--- config.mk ---
export PLATFORM = sky130hd
export DESIGN_NAME = division
export DESIGN_NICKNAME = d
export VERILOG_FILES = /design/src/rtl/division.sv
export SDC_FILE = /design/constraint.sdc
export NUM_CORES = 1
export LEC_CHECK = 0
export ABC_AREA = 1
export CORE_MARGIN = 10
export CORE_UTILIZATION = 25
export DETAILED_ROUTE_END_ITERATION = 10
export GPL_TIMING_DRIVEN = 1
export PLACE_DENSITY = 0.52
export SYNTH_ARGS = -nofsm -noshare
export SYNTH_HDL_FRONTEND = slang
export SYNTH_SLANG_ARGS = --single-unit
--- constraint.sdc ---
create_clock -name Clk -period 2.6 [get_ports Clk]
set_input_delay 0.78 -clock Clk [delete_from_list [all_inputs] [get_ports Clk]]
set_output_delay 0.78 -clock Clk [all_outputs]
set_load 0.1 [all_outputs]
--- src/rtl/division.sv ---
// ============================================================================
//  Module   : division
//  Purpose  : Sequential 32-bit restoring divider (one quotient bit per clock)
//             with a work/endSignal handshake. Result is packed {rem, quo}.
//             Define DIVISION_SIGNED_EN to add the isSigned port.
//  Revision : 1.0 - initial release
// ============================================================================
`default_nettype none

module division (
    input  logic        Clk,
    input  logic        reset,
    input  logic        work,
    input  logic [31:0] lhs,
    input  logic [31:0] rhs,
`ifdef DIVISION_SIGNED_EN
    input  logic        isSigned,
`endif
    output logic [63:0] result,
    output logic        endSignal,
    output logic        divByZero,
    output logic [5:0]  counter
);

    typedef enum logic [1:0] {
        IDLE = 2'd0,
        BUSY = 2'd1,
        DONE = 2'd2
    } state_t;

    state_t      state_q, state_d;
    logic [31:0] rem_q, rem_d;
    logic [31:0] quo_q, quo_d;
    logic [31:0] div_q, div_d;
    logic [5:0]  cnt_q, cnt_d;
    logic [63:0] result_q, result_d;
    logic        dbz_q, dbz_d;
    logic        neg_quo_q, neg_quo_d;
    logic        neg_rem_q, neg_rem_d;

    logic        w_signed;
    logic [31:0] w_lhs_mag;
    logic [31:0] w_rhs_mag;
    logic [32:0] w_shift;
    logic [32:0] w_diff;
    logic [31:0] w_rem_next;
    logic [31:0] w_quo_next;
    logic [31:0] w_quo_final;
    logic [31:0] w_rem_final;

`ifdef DIVISION_SIGNED_EN
    assign w_signed = isSigned;
`else
    assign w_signed = 1'b0;
`endif

    // Signed mode divides magnitudes; 32'h80000000 maps onto itself, which is
    // still the correct unsigned magnitude.
    assign w_lhs_mag = (w_signed && lhs[31]) ? (~lhs + 32'd1) : lhs;
    assign w_rhs_mag = (w_signed && rhs[31]) ? (~rhs + 32'd1) : rhs;

    // The 33-bit partial remainder only exists transiently after the shift.
    assign w_shift     = {rem_q, quo_q[31]};
    assign w_diff      = w_shift - {1'b0, div_q};
    assign w_rem_next  = w_diff[32] ? w_shift[31:0] : w_diff[31:0];
    assign w_quo_next  = {quo_q[30:0], ~w_diff[32]};
    assign w_quo_final = neg_quo_q ? (~w_quo_next + 32'd1) : w_quo_next;
    assign w_rem_final = neg_rem_q ? (~w_rem_next + 32'd1) : w_rem_next;

    always_comb begin
        state_d   = state_q;
        rem_d     = rem_q;
        quo_d     = quo_q;
        div_d     = div_q;
        cnt_d     = cnt_q;
        result_d  = result_q;
        dbz_d     = dbz_q;
        neg_quo_d = neg_quo_q;
        neg_rem_d = neg_rem_q;

        case (state_q)
            IDLE: begin
                result_d = 64'd0;
                dbz_d    = 1'b0;
                cnt_d    = 6'd0;
                if (work) begin
                    if (rhs == 32'd0) begin
                        result_d = {lhs, 32'hFFFF_FFFF};
                        dbz_d    = 1'b1;
                        state_d  = DONE;
                    end else begin
                        rem_d     = 32'd0;
                        quo_d     = w_lhs_mag;
                        div_d     = w_rhs_mag;
                        neg_quo_d = w_signed && (lhs[31] ^ rhs[31]);
                        neg_rem_d = w_signed && lhs[31];
                        state_d   = BUSY;
                    end
                end
            end

            BUSY: begin
                if (!work) begin
                    rem_d     = 32'd0;
                    quo_d     = 32'd0;
                    div_d     = 32'd0;
                    neg_quo_d = 1'b0;
                    neg_rem_d = 1'b0;
                    cnt_d     = 6'd0;
                    result_d  = 64'd0;
                    state_d   = IDLE;
                end else begin
                    rem_d = w_rem_next;
                    quo_d = w_quo_next;
                    if (cnt_q == 6'd31) begin
                        result_d = {w_rem_final, w_quo_final};
                        cnt_d    = 6'd0;
                        state_d  = DONE;
                    end else begin
                        cnt_d = cnt_q + 6'd1;
                    end
                end
            end

            DONE: begin
                if (!work) begin
                    result_d = 64'd0;
                    dbz_d    = 1'b0;
                    state_d  = IDLE;
                end
            end

            default: begin
                result_d = 64'd0;
                dbz_d    = 1'b0;
                cnt_d    = 6'd0;
                state_d  = IDLE;
            end
        endcase
    end

    always_ff @(posedge Clk) begin
        if (!reset) begin
            state_q   <= IDLE;
            rem_q     <= 32'd0;
            quo_q     <= 32'd0;
            div_q     <= 32'd0;
            cnt_q     <= 6'd0;
            result_q  <= 64'd0;
            dbz_q     <= 1'b0;
            neg_quo_q <= 1'b0;
            neg_rem_q <= 1'b0;
        end else begin
            state_q   <= state_d;
            rem_q     <= rem_d;
            quo_q     <= quo_d;
            div_q     <= div_d;
            cnt_q     <= cnt_d;
            result_q  <= result_d;
            dbz_q     <= dbz_d;
            neg_quo_q <= neg_quo_d;
            neg_rem_q <= neg_rem_d;
        end
    end

    assign result    = result_q;
    assign endSignal = (state_q != BUSY);
    assign divByZero = dbz_q;
    assign counter   = cnt_q;

endmodule

`default_nettype wire

==> flow_summary.yaml <==
outcome:
  status: "finished clean"
pwr:
  finalPower_mw: 8.16
  power.share.clock_pct: 34.2
  p_leak_nw: 6.74
  power_density_nw_per_um2: 579
  p_int_mw: 5.21
  pwr-share-comb_pct: 31.7
  switchingPower_mw: 2.95
  switching_share_pct: 36.1
  peakVddDrop_mv: 0.449
  power_frac_seq_pct: 34.1
layout:
  drive_above_1_share_pct: 19.4
  n_antenna_cell: 0
  final_cell_mix: "493 x nand2_1, 300 x inv_1, 169 x dfxtp_1"
  n_fill_cell: 4512
  area_delta_synth_final_pct: 32.7
  multi_input_area_um2: 5950
  final_common_cell: "nand2_1"
  utilization_pct: 33.6
  regArea_um2: 3380
  layout.nets: 1943
  final_area_um2: 14100
yosys:
  synthTopCellsByArea: "dfxtp_1 32%, nand2_1 18%, inv_1 11%"
  synth_top_area_share_pct: 31.8
  netlist_area_um2: 10600
  ys_seq_area_share_pct: 31.8
  synthArstFlopShare_pct: 0
  synth_ff_type: "dfxtp_1"
  yosysWarningCount: 0
  synth_top_area_cell: "dfxtp_1"
  avgSynthCellArea_um2: 6.44
  syn-num-nets: 1750
  ys_types: 40
  synth_cells: 1649
  ys_ff_latch: 169
  synth_edf_count: 0
floorplanning:
  coreArea_um2: 41900
  die_h_um: 226
  die_x_um: 226
  ioPinCount: 139
  rows: 75
  die_area_um2: 51100
  initial_core_util_pct: 25.3
sta:
  fin_skew_ns: 0.0189
  relSlewSlack_pct: 72.7
  drv_slew: 0
  report.final.hold_viol_count: 0
  tns_ns: 0
  max_freq_ghz: 0.404
  min_period_over_period_pct: 95.2
  setup_viol: 0
  final.min_clock_period_ns: 2.48
  worstMarginPinSlew_ns: 0.410
clock_network:
  cts_buffers: 17
  clock_latency_ns: 0.46
  clk_transition_reported_paths_ns: 0.07
  cts.path.max_buffers: 2
  clock-sinks: 169
  root_buffer: "clkbuf_16"
  h-tree-depth: 4
  cts_tree: "built"
placement:
  place_congestion: 0.901
  placed_area_um2: 13100
  dp_hpwl_mm: 28.4
  numPortBuffers: 138
routing:
  drt-initial-drc-count: 664
  viasPerCell: 4.45
  antenna_left: 0
  routedLengthMet1_mm: 17.0
  dr.pass1.iters: 5
  wl_met3_mm: 1.43
  wl_met2_mm: 18.0
  drc: 0
  top_layer_used: "met4"
  vias: 10600
  postRouteWirelength_mm: 36.9
  wl_per_cell_um: 15.4
worst_setup_path:
  startpoint: "rhs[1]"
  crit_fanout: 14
  critPathArrivalTime_ns: 2.87
  crit_chain: "clkdlybuf4s50_1 > nor4_4 > buf_4 > nand3_1 > nor2_4 > nand2_4 > nor2_4 > buf_4 > clkbuf_16 > nand2_1 > nand2_1 > nand2_1 > a21oi_2"
  slowest_stage: "clkdlybuf4s50_1"
  crit_path_end_kind: "flip-flop"
  cp_data_required_time_ns: 2.99
  path_class: "input port to flip-flop"
  max_stage_delay_ns: 0.48
  reg2reg_from: "quo_q[31]$_SDFFE_PN0P_"
  critPathMostFrequentCell: "nand2_1"
  critPathLaunchType: "input port"
global_routing:
  overflow: 0
  grt_pass1_wl_mm: 56.6
  antenna_found_initial: 0
  grt_max_degree: 57
  grtUsageTotal_pct: 14.1
  grt_pass1_vias: 10200
hold_path:
  hp-class: "flip-flop to flip-flop"
  worstHoldStart: "quo_q[9]$_SDFFE_PN0P_"
run:
  cap_violations: 0
## power groups by stage
stage | sequential (mW) | combinational, mW | clock [mW]
after global placement | 2.84 | 2.47 | 0
after CTS | 2.79 | 2.50 | 2.87
after floorplan | 2.95 | 1.52 | 0
after detailed placement | 2.85 | 2.48 | 0
final | 2.79 | 2.59 | 2.79
after global routing | 2.80 | 2.86 | 2.97
## layout make-up
class,count,share of cell area [%]
sequential,169,24.0
multi-input combinational,1097,42.2
inverter,313,8.35
tap,539,4.79
clock buffer,18,3.12
clock inverter,14,1.31
timing repair buffer,244,16.2
## Yosys cell counts (2+ instances only)
master / count
nand2_1: 502
inv_1: 301
dfxtp_1: 169
a21oi_1: 110
nor2_1: 103
nand3_1: 72
a211oi_1: 64
o21ai_0: 44
clkbuf_1: 38
ha_1: 33
nand2_4: 27
nand3_2: 24
a21oi_2: 23
o22ai_1: 22
nand2_2: 19
buf_2: 16
inv_2: 11
nand4_1: 11
xor2_1: 8
buf_4: 7
buf_1: 6
nor2_2: 6
nor3_1: 6
and3_1: 4
and2_1: 3
buf_12: 2
nand3_4: 2
nor4_1: 2
o21ai_2: 2
xnor2_1: 2
## through the flow
step | std cells | setup WS [ns] | hold WS (ns)
6_report | 2394 | 0.124 | 0.466
5_1_grt | 2394 | -0.00959 | 0.489
4_1_cts | 2380 | 0.000440 | 0.469
3_5_place_dp | 2348 | -0.609 | 0.458
3_3_place_gp | 2348 | -0.560 | 0.455
2_1_floorplan | 1649 | 0.0988 | 0.444
## worst max-delay path, delay by kind of cell
kind	cells	cell delay, ns
simple gates	8	0.97
compound gates	1	0.11
buf+inv	4	0.99
## worst paths after layout
path | to | slack, ns | cells past startpoint
worst min register to register | quo_q[9]$_SDFFE_PN0P_ | 0.47 | 2
worst max-delay path | result[46]$_SDFFE_PN0P_ | 0.12 | 13
worst min-delay path | quo_q[9]$_SDFFE_PN0P_ | 0.47 | 2
worst max register to register | result[58]$_SDFFE_PN0P_ | 0.13 | 20
## flip-flops by register name, indices dropped and copies added, names as in the netlist
name       cells
counter        6
divByZero      1
div_q         32
quo_q         32
rem_q         32
result        64
state_q        2
## routing by layer
metal  up-vias  GRT usage [%]
li1       5548              -
met1      4880           17.7
met2       191           23.8
met3        27           3.05
met4         0           3.81
met5         -              0
## repair_timing
action,in CTS,in global routing
gates cloned,0,3
setup buffers,0,11
hold buffers,0,0
pin swaps,0,9
resized for setup,5,41
endpoints found under the hold margin,0,0
setup endpoints to repair,133,161
## cell families after synthesis
family | Yosys count | share of synthesized area (%)
buffers and inverters | 384 | 14.4
adder cells (fa/ha/maj) | 34 | 4.07
XOR/XNOR | 10 | 0.824
flip-flops | 169 | 31.8
AND/OR/NAND/NOR | 783 | 33.3
AO/OA/AOI/OAI | 269 | 15.5
Note: power is estimated with default switching activity, not from simulation.
